**src/rtl/clksw_ctl.sv**
```systemverilog
// Sequencer for a two-source glitch-free clock switch: enables the target
// oscillator, waits for ready and settle, drives sel, confirms the hand-over.
// Build option: define CLKSW_CTL_GATE_OFF_EN to disable the old oscillator after a switch.
module clksw_ctl #(
  parameter logic INIT     = 1'b0,
  parameter int   SETTLE_W = 8,
  parameter int   SETTLE   = 100,
  parameter int   TMO_W    = 12,
  parameter int   TMO      = 2000
) (
  input  logic       clk,
  input  logic       rstb,
  input  logic       req,
  input  logic [1:0] rdy,
  input  logic [1:0] vld,
  output logic [1:0] en_src,
  output logic       sel,
  output logic       cur,
  output logic       busy,
  output logic       done,
  output logic       err
);

  localparam logic [2:0] S_IDLE   = 3'd0;
  localparam logic [2:0] S_ENABLE = 3'd1;
  localparam logic [2:0] S_SETTLE = 3'd2;
  localparam logic [2:0] S_SWITCH = 3'd3;
  localparam logic [2:0] S_DONE   = 3'd4;
  localparam logic [2:0] S_ABORT  = 3'd5;

  localparam logic [SETTLE_W-1:0] SETTLE_LAST = SETTLE_W'(SETTLE - 1);
  localparam logic [TMO_W-1:0]    TMO_LAST    = TMO_W'(TMO - 1);

  logic [2:0]          state;
  logic [2:0]          state_nxt;
  logic                tgt;
  logic                err_lock;
  logic [1:0]          rdy_p0;
  logic [1:0]          rdy_p1;
  logic [1:0]          vld_p0;
  logic [1:0]          vld_p1;
  logic [SETTLE_W-1:0] settle_cnt;
  logic [TMO_W-1:0]    tmo_cnt;
  logic                tgt_rdy;
  logic [1:0]          tgt_hot;
  logic                tmo_hit;
  logic                settle_hit;

  function automatic logic [SETTLE_W-1:0] settle_inc(input logic [SETTLE_W-1:0] c);
    return (&c) ? c : c + SETTLE_W'(1);
  endfunction

  function automatic logic [TMO_W-1:0] tmo_inc(input logic [TMO_W-1:0] c);
    return (&c) ? c : c + TMO_W'(1);
  endfunction

  assign tgt_rdy    = rdy_p1[tgt];
  assign tgt_hot    = {tgt, ~tgt};
  assign tmo_hit    = (tmo_cnt == TMO_LAST);
  assign settle_hit = (settle_cnt == SETTLE_LAST);

  assign busy = (state != S_IDLE);
  assign done = (state == S_DONE);
  assign err  = (state == S_ABORT);

  always_comb begin
    state_nxt = state;
    case (state)
      S_IDLE:   if (req != cur && !err_lock) state_nxt = S_ENABLE;
      S_ENABLE: begin
        if (tgt_rdy)      state_nxt = S_SETTLE;
        else if (tmo_hit) state_nxt = S_ABORT;
      end
      S_SETTLE: begin
        if (!tgt_rdy)        state_nxt = S_ENABLE;
        else if (settle_hit) state_nxt = S_SWITCH;
      end
      // An all-zero vld is the switch's normal mid-hand-over gap, not a fault.
      S_SWITCH: begin
        if (vld_p1 == tgt_hot)       state_nxt = S_DONE;
        else if (!tgt_rdy || tmo_hit) state_nxt = S_ABORT;
      end
      S_DONE:   state_nxt = S_IDLE;
      S_ABORT:  state_nxt = S_IDLE;
      default:  state_nxt = S_IDLE;
    endcase
  end

  always_ff @(posedge clk or negedge rstb) begin
    if (!rstb) begin
      rdy_p0     <= 2'b00;
      rdy_p1     <= 2'b00;
      vld_p0     <= 2'b00;
      vld_p1     <= 2'b00;
      state      <= S_IDLE;
      tgt        <= INIT;
      err_lock   <= 1'b0;
      settle_cnt <= '0;
      tmo_cnt    <= '0;
      sel        <= INIT;
      cur        <= INIT;
      en_src     <= {INIT, ~INIT};
    end else begin
      // p0 -> p1: two-flop synchronisers for the asynchronous status flags
      rdy_p0 <= rdy;
      rdy_p1 <= rdy_p0;
      vld_p0 <= vld;
      vld_p1 <= vld_p0;

      state   <= state_nxt;
      tmo_cnt <= (state_nxt != state) ? '0 : tmo_inc(tmo_cnt);
      if (state != S_SETTLE)
        settle_cnt <= '0;
      else if (tgt_rdy)
        settle_cnt <= settle_inc(settle_cnt);

      case (state)
        S_IDLE: begin
          if (req == cur) begin
            err_lock <= 1'b0;
          end else if (!err_lock) begin
            tgt         <= req;
            en_src[req] <= 1'b1;
          end
        end
        S_SETTLE: if (state_nxt == S_SWITCH) sel <= tgt;
        S_DONE: begin
          cur <= tgt;
`ifdef CLKSW_CTL_GATE_OFF_EN
          en_src <= tgt_hot;
`endif
        end
        // The confirmed source is never touched, so en_src cannot reach 2'b00.
        S_ABORT: begin
          sel         <= cur;
          en_src[tgt] <= 1'b0;
          err_lock    <= 1'b1;
        end
        default: ;
      endcase
    end
  end

endmodule

```
**config.mk**
```make
export PLATFORM = sky130hd
export DESIGN_NAME = clksw_ctl
export DESIGN_NICKNAME = d
export VERILOG_FILES = /design/src/rtl/clksw_ctl.sv
export SDC_FILE = /design/constraint.sdc
export NUM_CORES = 1
export LEC_CHECK = 0
export CORE_AREA = 2 2 64 66
export DETAILED_ROUTE_END_ITERATION = 16
export DIE_AREA = 0 0 66 68
export PLACE_DENSITY_LB_ADDON = 0.12
export SLEW_MARGIN = 10
export SYNTH_ARGS = -nofsm -noshare
export SYNTH_HDL_FRONTEND = slang
export SYNTH_SLANG_ARGS = --single-unit
```
**constraint.sdc**
```tcl
create_clock -name clk -period 1.8 [get_ports clk]
set_input_delay 0.36 -clock clk [delete_from_list [all_inputs] [get_ports clk]]
set_output_delay 0.36 -clock clk [all_outputs]
set_load 0.05 [all_outputs]
```
; ---- Word-level counts from Yosys, hierarchy flattened
; Index checks and enable logic that the tools add are counted.
[totals]
input_bits = 7
regBits = 37
word_cells = 87
out_inout_bits = 7
[op_classes]
muxes = 26
n_addsub = 2
n_eq_ne = 19
bitwise = 6
n_lt_le_gt_ge = 4
n_reduce_logical = 18
[op_table]
columns = operator, n
row1 = 2-to-1 mux 12 bit, 2
row2 = 2-to-1 mux 8 bit, 3
row3 = 2-to-1 mux 3 bit, 7
row4 = adder 12 x 1 -> 12 bit (second input constant), 1
row5 = == test 12 x 11 -> 1 bit (second input constant), 1
row6 = inequality test 2 bit (second input constant), 6
row7 = one-hot mux 3 bit (4 select lines), 1
row8 = AND reduction 12 bit, 1
row9 = == test 3 x 2 -> 1 bit (second input constant), 3
row10 = adder 8 x 1 -> 8 bit (second input constant), 1
row11 = == test 8 x 7 -> 1 bit (second input constant), 1
row12 = AND reduction 8 bit, 1
row13 = == test 3 bit (second input constant), 2
row14 = 2-to-1 mux 1 bit, 6
row15 = AND reduction 2 bit, 3
row16 = AND reduction 3 bit, 2
row17 = nonzero test 2 bit, 3
row18 = < comparator 1 x 2 -> 1 bit (second input constant), 2
row19 = 2-to-1 mux 2 bit, 2
row20 = one-hot mux 1 bit (2 select lines), 2
row21 = one-hot mux 2 bit (2 select lines), 1
row22 = == test 3 x 1 -> 1 bit (second input constant), 1
row23 = logical AND 1 bit, 3
row24 = logical NOT 3 bit, 1
row25 = other kinds (14), 19

; ---- Depth between registers and ports, before layout
; Gate-level depths: netlist (run 1).
[depth]
depth_word = 10
ltp_mapped = 7
depth_no_buf = 6

; ---- Least setup slack after synthesis (run 1)
; Ideal clock, no wire load.
[synth_path]
kind = register to register
from = register state[0]
to = register cur
t_required_ns = 1.675
path_buffers = 1
path_stages_with_launch = 4
path_slack_ns = -0.494
setup_ns = 0.125
synth_period_minus_slack_ns = 2.294
arrival_time_ns = 2.170
cell_sequence = dfrtp_1 -> buf_2 -> nor3b_1 -> mux2_2
[synth_between]
elab_chain_cells = 1
[synth_lines]
columns = element, line
row1 = "start, declared", 34  ; logic [2:0] state;
row2 = "start signal, assigned", 110  ; state <= state_nxt;
row3 = == test 3 bit, --
row4 = net done, 20  ; output logic done,
row5 = "end signal, assigned", 128  ; cur <= tgt;
row6 = "end, declared", 18  ; output logic cur,
; The timed path passes the listed nets, and every way through them passes these cells.
; A chain may end at the register's enable or synchronous reset.

; ---- Worst setup path in the final report (run 1)
[layout_path]
from = register state[1]
to = output port busy
[layout_between]
elab_chain_cells = 1
[layout_lines]
columns = element, line
row1 = nonzero test 3 bit, 62  ; assign busy = (state != S_IDLE);
row2 = "end, declared", 19  ; output logic busy,
; No other way between the ends.

==> qor.yml, run 1 <==
run:
  maxCapViolCount: 0
timing:
  tightest_slew_ns: 0.450
  maxSlewHeadroom: 0.699
  setup_ws_ns: 0.0144
  rsz0062_at_grt: "true"
  skew_ns: 0.00688
  setup_violations: 0
  fmax_mhz: 560
  setup_tns_ns: 0
  report.final.hold_viol_count: 0
  post-route-period-util: 0.992
  slew_viol_final: 0
  fin_crit_ns: 1.79
placement:
  pre_cts_ws_ns: -0.123
  gp_congestion: 0.794
  place_hpwl_mm: 2.61
  port-buffer-count: 13
  postPlaceCellArea_um2: 2120
drt:
  dr.pass1.iters: 4
  viasPerCell: 5.38
  vias: 1446
  wl_per_cell_um: 13.3
  wirelength_mm: 3.57
  first_iter_violations: 44
  antenna_left: 0
  drcViolationCount: 0
critical_path:
  end_kind: "primary output"
  worstPathMaxFanout: 6
  cp.required_ns: 1.44
  critPathKind: "reg -> out"
  worstSetupStartpointType: "flop"
  worstPathArrival_ns: 1.43
logic_synthesis:
  avgSynthCellArea_um2: 9.96
  yosysSeqAreaShare: 0.514
  ys_ff_latch: 37
  synth_nets: 190
  synth_area_leaders: "dfrtp_1 50%, nor2_1 6.0%, xnor2_1 3.4%"
  synth_cell_types: 46
  ys.flop_type: "dfrtp_1"
  syn-instance-count: 181
  synth_area_um2: 1800
  synth_area_leader_cell: "dfrtp_1"
  synth_top_area_share: 0.500
  yosys_warnings: 0
  synth_edf_count: 0
  synth-async-reset-ratio: 1.00
global_route:
  grt_max_degree: 30
  grt_pass1_vias: 1409
  grt_overflow: 0
  antenna_found_initial: 0
  grt_pass1_wl_mm: 6.11
  grt_usage: 0.181
cells_and_area:
  postLayoutCellArea_um2: 2330
  nNetsFinal: 227
  drive_above_1_share: 0.274
  n_antenna_cell: 0
  syn2layout_area_growth_pct: 29.4
status:
  run_status: "complete, no violations"
clock_tree:
  htreeDepth: 2
  cts_tree: "built"
  cts-root-buf: "clkbuf_8"
  clk_pin_slew_ns: 0.07
  hold_buffers: 0
  clockBufferDepth: 2
  cts_inserted_buffers: 5
  cts.sinks: 37
  clk_latency_ns: 0.28
floorplan:
  core_um2: 3860
  die_w_um: 66
  die-area_um2: 4490
  die_y_um: 68
  io-pin-count: 14
  start_util: 0.468
  row_count: 23
power_and_ir_drop:
  powerDensity_nw_per_um2: 1290
  power_mw: 3.00
  max-vdd-ir-drop_uv: 675
  p_leak_nw: 1.05
hold_path:
  min_path_type: "reg -> reg"
cell families (layout without fill, tap and decap cells):
| kind of cell | Yosys count | count (layout) | share of synthesized area |
|---|---|---|---|
| AO/OA/AOI/OAI | 25 | 25 | 0.0978 |
| XOR/XNOR | 14 | 14 | 0.0680 |
| adder cells (fa/ha/maj) | 2 | 2 | 0.0139 |
| buffers and inverters | 9 | 47 | 0.0250 |
| flip-flops | 37 | 37 | 0.514 |
| multiplexers | 5 | 5 | 0.0312 |
| AND/OR/NAND/NOR | 89 | 89 | 0.250 |
registers in the layout, indices dropped and copies added (netlist names):
name,cells
state,3
settle_cnt,8
err_lock,1
rdy_p1,2
tmo_cnt,12
tgt,1
vld_p0,2
cur,1
rdy_p0,2
sel,1
en_src,2
vld_p1,2
through the flow:
stage               utilization  instances  hold WS, ns
floorplan                     -        181       0.0644
global placement          0.550        256        0.334
detailed placement        0.550        256        0.336
CTS                       0.586        267        0.351
global route              0.605        269        0.354
finish                    0.605        269        0.350
layout by cell type, fill, tap and decap left out, types with 3 or more instances in the layout:
master,synthesis,routed
a21oi_1,6,6
and3_1,6,6
buf_12,0,3
buf_4,0,23
buf_6,1,4
clkbuf_8,0,7
clkdlybuf4s50_1,0,6
dfrtp_1,36,34
mux2i_1,3,3
nand2_1,13,13
nand3_1,9,9
nand4_1,4,4
nor2_1,29,23
nor2_2,0,6
nor2b_1,3,3
nor3_1,8,7
o21ai_0,7,6
xnor2_1,7,7
xor2_1,7,7
routing by layer:
layer / vias up / part of all wire / wire (um) / global-route usage
met5: - / 0 / 0 / 0
met3: 2 / 0.033 / 117 / 0.0543
met1: 711 / 0.47 / 1680 / 0.228
li1: 710 / - / - / -
met4: 0 / 0.0070 / 25 / 0.0638
met2: 23 / 0.49 / 1750 / 0.299
report_power, final:
group | total [mW] | switching [mW] | leakage [nW] | internal [mW]
combinational | 1.29 | 0.724 | 0.523 | 0.571
clock | 0.613 | 0.268 | 0.0542 | 0.346
sequential | 1.09 | 0.128 | 0.474 | 0.962
total | 3.00 | 1.12 | 1.05 | 1.88
worst paths after layout:
| kind | start | endpoint | slack (ns) | depth (start not counted) |
|---|---|---|---|---|
| worst max-delay path | state[1] | busy | 0.01 | 3 |
| worst min-delay path | rdy_p0[1] | rdy_p1[1] | 0.35 | 0 |
| worst max register to register | tgt | tmo_cnt[0] | 0.02 | 6 |
| worst min register to register | rdy_p0[1] | rdy_p1[1] | 0.35 | 0 |
| max in group asynchronous | rstb | vld_p1[1] | 0.91 | 2 |
| min in group asynchronous | rstb | err_lock | 0.39 | 1 |
synthesized netlist by cell type (all sizes together), types with 3 or more instances:
cell type / instances
a21oi: 6
nand2: 13
nor3: 8
o21ai: 8
inv: 3
nand3: 9
and3: 6
dfrtp: 36
mux2i: 3
nor2b: 3
buf: 4
nor2: 29
xor2: 7
nand4: 4
xnor2: 7
repair_timing:
item / CTS / global route
pin swaps: 2 / 2
setup buffers: 3 / 2
endpoints found under the setup margin: 12 / 13
gates resized for setup: 5 / 18
layout make-up:
cell class / instances / area [um^2]
Multi-Input combinational cell: 135 / 890
Inverter: 3 / 11.3
Tap cell: 50 / 62.6
Sequential cell: 37 / 930
Timing Repair Buffer: 36 / 338
Clock inverter: 1 / 5.00
Fill cell: 317 / 1520
Clock buffer: 7 / 96.3
worst max-delay path, stage by stage (launching register included):
cell and delay [ns]:
dfrtp_2 0.46, buf_4 0.16, or3_4 0.35, buf_6 0.17
Note: power is estimated with default switching activity, not from simulation.
==> run 2: changes to the inputs <==
- RECOVER_POWER: unset -> 100
==> run 2 against run 1 <==
- flip-flop and latch count stayed put
- via count hardly changed
- register-to-register slack is essentially flat
- cell area down 1.2%
- global-route usage is the same
- final cell count is the same
- core utilization fell by 0.71 points
==> qor.yml, run 2 (synthesized netlist as in run 1, its figures left out) <==
floorplan:
  die_y_um: 68  # unchanged
  row_count: 23  # unchanged
  start_util: 0.468  # unchanged
  die-area_um2: 4490  # unchanged
  die_w_um: 66  # unchanged
  core_um2: 3860  # unchanged
  io-pin-count: 14  # unchanged
cells_and_area:
  n_antenna_cell: 0  # unchanged
  nNetsFinal: 227  # unchanged
  syn2layout_area_growth_pct: 27.8  # was 29.4%
  regMostFlops: "tmo_cnt"  # unchanged
  top_regs: "tmo_cnt x12, settle_cnt x8, state x3"  # unchanged
  largest_register_ffs: 12  # unchanged
  nFillCells: 322  # was 317
  final_common_cell: "dfrtp_1"  # unchanged
  layout_common_cells: "34 x dfrtp_1, 23 x nor2_1, 19 x buf_4"  # was 34 x dfrtp_1, 23 x nor2_1, 23 x buf_4
  drive_above_1_share: 0.265  # was 0.274
clock_tree:
  clk_pin_slew_ns: 0.07  # about the same
  cts.sinks: 37  # unchanged
  clockBufferDepth: 2  # unchanged
  clk_latency_ns: 0.28  # about the same
  cts_tree: "built"  # unchanged
  hold_buffers: 0  # unchanged
  cts-root-buf: "clkbuf_8"  # unchanged
  htreeDepth: 2  # unchanged
  cts_inserted_buffers: 5  # unchanged
drt:
  first_iter_violations: 45  # was 44
  wirelength_mm: 3.58  # was 3.57 mm
  dr.pass1.iters: 4  # unchanged
  vias: 1447  # was 1,446
  antenna_left: 0  # unchanged
  viasPerCell: 5.38  # about the same
  drcViolationCount: 0  # unchanged
  wl_per_cell_um: 13.3  # about the same
placement:
  gp_congestion: 0.794  # unchanged
  port-buffer-count: 13  # unchanged
  pre_cts_ws_ns: -0.123  # unchanged
  place_hpwl_mm: 2.61  # unchanged
power_and_ir_drop:
  max-vdd-ir-drop_uv: 670  # was 675 uV
  p_leak_nw: 1.04  # was 1.05 nW
  powerDensity_nw_per_um2: 1290  # about the same
timing:
  post-route-period-util: 0.992  # about the same
  setup_violations: 0  # unchanged
  fin_crit_ns: 1.79  # about the same
  slew_viol_final: 0  # unchanged
  maxSlewHeadroom: 0.534  # was 0.699
  setup_tns_ns: 0  # unchanged
  report.final.hold_viol_count: 0  # unchanged
  tightest_slew_ns: 0.699  # was 0.450 ns
  skew_ns: 0.00687  # was 0.00688 ns
  rsz0062_at_grt: "true"  # unchanged
  setup_ws_ns: 0.0146  # was 0.0144 ns
  fmax_mhz: 560  # about the same
status:
  run_status: "complete, no violations"  # unchanged
critical_path:
  worstRegToRegCells: 6  # unchanged
  critPathCapture: "busy"  # unchanged
  reg2reg_from: "tgt"  # unchanged
  critPathKind: "reg -> out"  # unchanged
  worstPathArrival_ns: 1.43  # about the same
  worstPathMaxFanout: 6  # unchanged
  cp.required_ns: 1.44  # about the same
  startpoint: "state[1]"  # unchanged
  end_kind: "primary output"  # unchanged
  worstSetupStartpointType: "flop"  # unchanged
  r2r_end: "tmo_cnt[0]"  # unchanged
  reg2reg_slack_ns: 0.02  # about the same
global_route:
  grt_usage: 0.181  # unchanged
  grt_pass1_vias: 1409  # unchanged
  antenna_found_initial: 0  # unchanged
  grt_overflow: 0  # unchanged
  grt_max_degree: 30  # unchanged
  grt_pass1_wl_mm: 6.11  # unchanged
hold_path:
  min_path_type: "reg -> reg"  # unchanged
run:
  maxCapViolCount: 0  # unchanged
## run 2: cell types whose count changed in the layout (fill, tap and decap cells not counted), sizes merged
| cell | change |
|---|---|
| clkbuf | +5 |
| buf | -5 |
| clkdlybuf4s50 | -5 |
| dlygate4sd3 | +5 |
## run 2: worst min path at each step
| stage | start | endpoint | slack (ns) | cells past startpoint |
|---|---|---|---|---|
| after detailed placement | rdy_p0[1] | rdy_p1[1] | 0.34 | 0 |
| after CTS | rdy_p0[1] | rdy_p1[1] | 0.35 | 0 |
| after global placement | vld_p0[1] | vld_p1[1] | 0.33 | 0 |
| final | rdy_p0[1] | rdy_p1[1] | 0.35 | 0 |
| after floorplan | rstb | cur | 0.06 | 0 |
| after global routing | rdy_p0[1] | rdy_p1[1] | 0.35 | 0 |
## run 2: power by group
| part | total [mW] | internal, mW | switching, mW |
|---|---|---|---|
| clock | 0.613 | 0.346 | 0.268 |
| combinational | 1.26 | 0.540 | 0.723 |
| sequential | 1.09 | 0.962 | 0.128 |
| total | 2.97 | 1.85 | 1.12 |
## run 2: through the flow
stage / hold slack [ns] / instance area [um^2] / power, mW / util / std cells
6_report: 0.350 / 2300 / 2.97 / 0.598 / 269
5_1_grt: 0.354 / 2300 / 3.17 / 0.598 / 269
2_1_floorplan: 0.0644 / 1810 / 1.85 / - / 181
3_5_place_dp: 0.336 / 2120 / 2.22 / 0.550 / 256
4_1_cts: 0.351 / 2260 / 2.89 / 0.586 / 267
3_3_place_gp: 0.334 / 2120 / 2.19 / 0.550 / 256
## run 2: repair_timing
item,in CTS,in global routing
endpoints found under the setup margin,12,13
buffers inserted,3,2
gates resized for setup,5,18
pin swaps,2,2
## run 2: layout make-up
| cell class | instances | area [um^2] | area share |
|---|---|---|---|
| Sequential cell | 37 | 930 | 0.403 |
| Clock buffer | 7 | 96.3 | 0.0418 |
| Clock inverter | 1 | 5.00 | 0.00217 |
| Multi-Input combinational cell | 135 | 890 | 0.386 |
| Timing Repair Buffer | 36 | 310 | 0.135 |
| Inverter | 3 | 11.3 | 0.00489 |
| Tap cell | 50 | 62.6 | 0.0271 |
## run 2: layer usage
metal | up-vias | track usage | part of all wire
met1 | 711 | 0.228 | 0.47
met4 | 0 | 0.0638 | 0.0070
met2 | 23 | 0.299 | 0.49
met3 | 2 | 0.0543 | 0.033
met5 | - | 0 | 0
li1 | 711 | - | -
## run 2: critical path, stage by stage, from the launching register on
cell     delay, ns
dfrtp_2       0.46
buf_4         0.16
or3_4         0.35
buf_6         0.17
==> run 3: changes to the inputs <==
- clock period: 1.8 -> 1.5 ns (I/O delays scaled with it)
==> run 3 against run 2 <==
- the flow now finishes with violations (setup timing)
- via count up 16%
- clock skew down 0.0012 ns
- wire length up 44%
- non-clock buffer count up 38
- flip-flop and latch count unchanged
- critical path depth up 2
- critical endpoint is now sel
==> qor.yml, run 3 (synthesized netlist as in run 1, its figures left out) <==
critical_path:
  critical-path-max-stage-delay_ns: 0.45  # was 0.46 ns
  cp.required_ns: 1.69  # was 1.44 ns
  worstSetupStartpointType: "flop"  # unchanged
  critPathKind: "reg -> reg"  # was reg -> out
  worstPathArrival_ns: 2.01  # was 1.43 ns
  end_kind: "flop"  # was primary output
  cp_slowest_cell: "dfrtp_2"  # unchanged
  path_cells: "buf_6, or3_4, nor3_1, nor4_4, o31ai_1"  # was buf_4, or3_4, buf_6
  worstPathMaxFanout: 5  # was 6
floorplan:
  die_y_um: 68  # unchanged
  die-area_um2: 4490  # unchanged
  io-pin-count: 14  # unchanged
  start_util: 0.468  # unchanged
  die_w_um: 66  # unchanged
  row_count: 23  # unchanged
  core_um2: 3860  # unchanged
timing:
  tightest_slew_ns: 0.906  # was 0.699 ns
  setup_violations: 26  # was 0
  setup_ws_ns: -0.317  # was 0.0146 ns
  maxSlewHeadroom: 0.396  # was 0.534
  report.final.hold_viol_count: 0  # unchanged
  hold_slack_ns: 0.355  # was 0.350 ns
  fmax_mhz: 550
  rsz0062_at_grt: "true"  # unchanged
  post-route-period-util: 1.21
  fin_crit_ns: 1.82
  skew_ns: 0.00567  # was 0.00687 ns
  slew_viol_final: 0  # unchanged
cells_and_area:
  multi_input_area_um2: 1040  # was 890 um^2
  seq_area_um2: 932  # was 930 um^2
  nFillCells: 253  # was 322
  drive_above_1_share: 0.455  # was 0.265
  final_common_cell: "buf_4"  # was dfrtp_1
  layout_common_cells: "43 x buf_4, 32 x dfrtp_1, 23 x nor2_1"  # was 34 x dfrtp_1, 23 x nor2_1, 19 x buf_4
  n_antenna_cell: 0  # unchanged
  top_regs: "tmo_cnt x12, settle_cnt x8, state x3"  # unchanged
  nNetsFinal: 265  # was 227
  largest_register_ffs: 12  # unchanged
  syn2layout_area_growth_pct: 58.2  # was 27.8%
  regMostFlops: "tmo_cnt"  # unchanged
clock_tree:
  cts_inserted_buffers: 5  # unchanged
  cts_tree: "built"  # unchanged
  htreeDepth: 2  # unchanged
  clk_pin_slew_ns: 0.08  # was 0.07 ns
  cts.sinks: 37  # unchanged
  hold_buffers: 0  # unchanged
  cts-root-buf: "clkbuf_8"  # unchanged
  clk_latency_ns: 0.30  # was 0.28 ns
  clockBufferDepth: 2  # unchanged
drt:
  antenna_left: 0  # unchanged
  wirelength_mm: 5.17  # was 3.58 mm
  vias: 1677  # was 1,447
  viasPerCell: 5.46  # was 5.38
  first_iter_violations: 99  # was 45
  drcViolationCount: 0  # unchanged
  dr.pass1.iters: 4  # unchanged
  wl_per_cell_um: 16.8  # was 13.3 um
power_and_ir_drop:
  powerDensity_nw_per_um2: 1600  # was 1290 nW/um^2
  p_leak_nw: 1.29  # was 1.04 nW
  max-vdd-ir-drop_uv: 1150  # was 670 uV
  power_mw: 4.57  # was 2.97 mW
status:
  run_status: "finished, violations left"  # was complete, no violations
  violations: "setup timing"
global_route:
  grt_max_degree: 38  # was 30
  antenna_found_initial: 0  # unchanged
  grt_usage: 0.236  # was 0.181
  grt_overflow: 0  # unchanged
  grt_pass1_wl_mm: 7.82  # was 6.11 mm
  grt_pass1_vias: 1682  # was 1,409
placement:
  gp_congestion: 0.886  # was 0.794
  port-buffer-count: 13  # unchanged
  place_hpwl_mm: 3.15  # was 2.61 mm
run:
  maxCapViolCount: 0  # unchanged
hold_path:
  min_path_type: "reg -> reg"  # unchanged
==> run 3: cell count changes in the layout (fill, tap and decap cells not counted), sizes merged <==
cell and delta:
buf +40, bufinv +1, clkbuf -4, clkinvlp +1
==> run 3: metrics by stage <==
step	instance area [um^2]	setup slack, ns	utilization	setup TNS [ns]	std cells
after CTS	2750	-0.250	0.713	-3.41	304
after floorplan	1850	-0.117	-	-0.737	181
after global placement	2430	-0.450	0.631	-5.39	287
after global routing	2850	-0.362	0.740	-5.85	307
final	2850	-0.317	0.740	-4.03	307
after detailed placement	2430	-0.497	0.631	-5.82	287
==> run 3: what timing repair did <==
action	4_1_cts	5_1_grt
pin swaps	10	17
setup buffers	9	6
gates resized for setup	29	31
cloned	0	0
setup endpoints to repair	23	27
==> run 3: worst paths after layout <==
check                      startpoint         to  slack [ns]  depth (start not counted)
hold / removal              vld_p0[1]  vld_p1[1]        0.35                          0
setup reg to reg             state[2]        sel       -0.32                          5
min in group asynchronous        rstb   err_lock        0.65                          2
hold reg to reg             vld_p0[1]  vld_p1[1]        0.35                          0
max in group asynchronous        rstb   state[2]        0.23                          2
setup / recovery             state[2]        sel       -0.32                          5
==> run 3: worst max-delay path, delay by kind of cell (launching register included) <==
family,cells,cell delay [ns]
compound gates,1,0.27
flops,1,0.45
simple gates,3,0.85
buf+inv,1,0.13
==> run 3: cell type report <==
type                    count  area share
clock buffers               5      0.0241
clock inverters             3      0.0162
inverters                   3     0.00395
multi-input cells         135       0.364
flip-flops and latches     37       0.327
well taps                  50      0.0219
repair buffers             74       0.243
==> run 3: routing by layer <==
metal | share of wire | wire length (um) | global-route usage
met5 | 0 | 0 | 0
met4 | 0.016 | 83 | 0.0587
met3 | 0.032 | 163 | 0.0510
met2 | 0.56 | 2880 | 0.449
met1 | 0.39 | 2040 | 0.269
==> run 3: power breakdown <==
group / leakage, nW / switching [mW] / internal, mW
registers: 0.471 / 0.149 / 1.16
logic: 0.769 / 1.21 / 1.15
clock network: 0.0543 / 0.407 / 0.498
total: 1.29 / 1.77 / 2.81
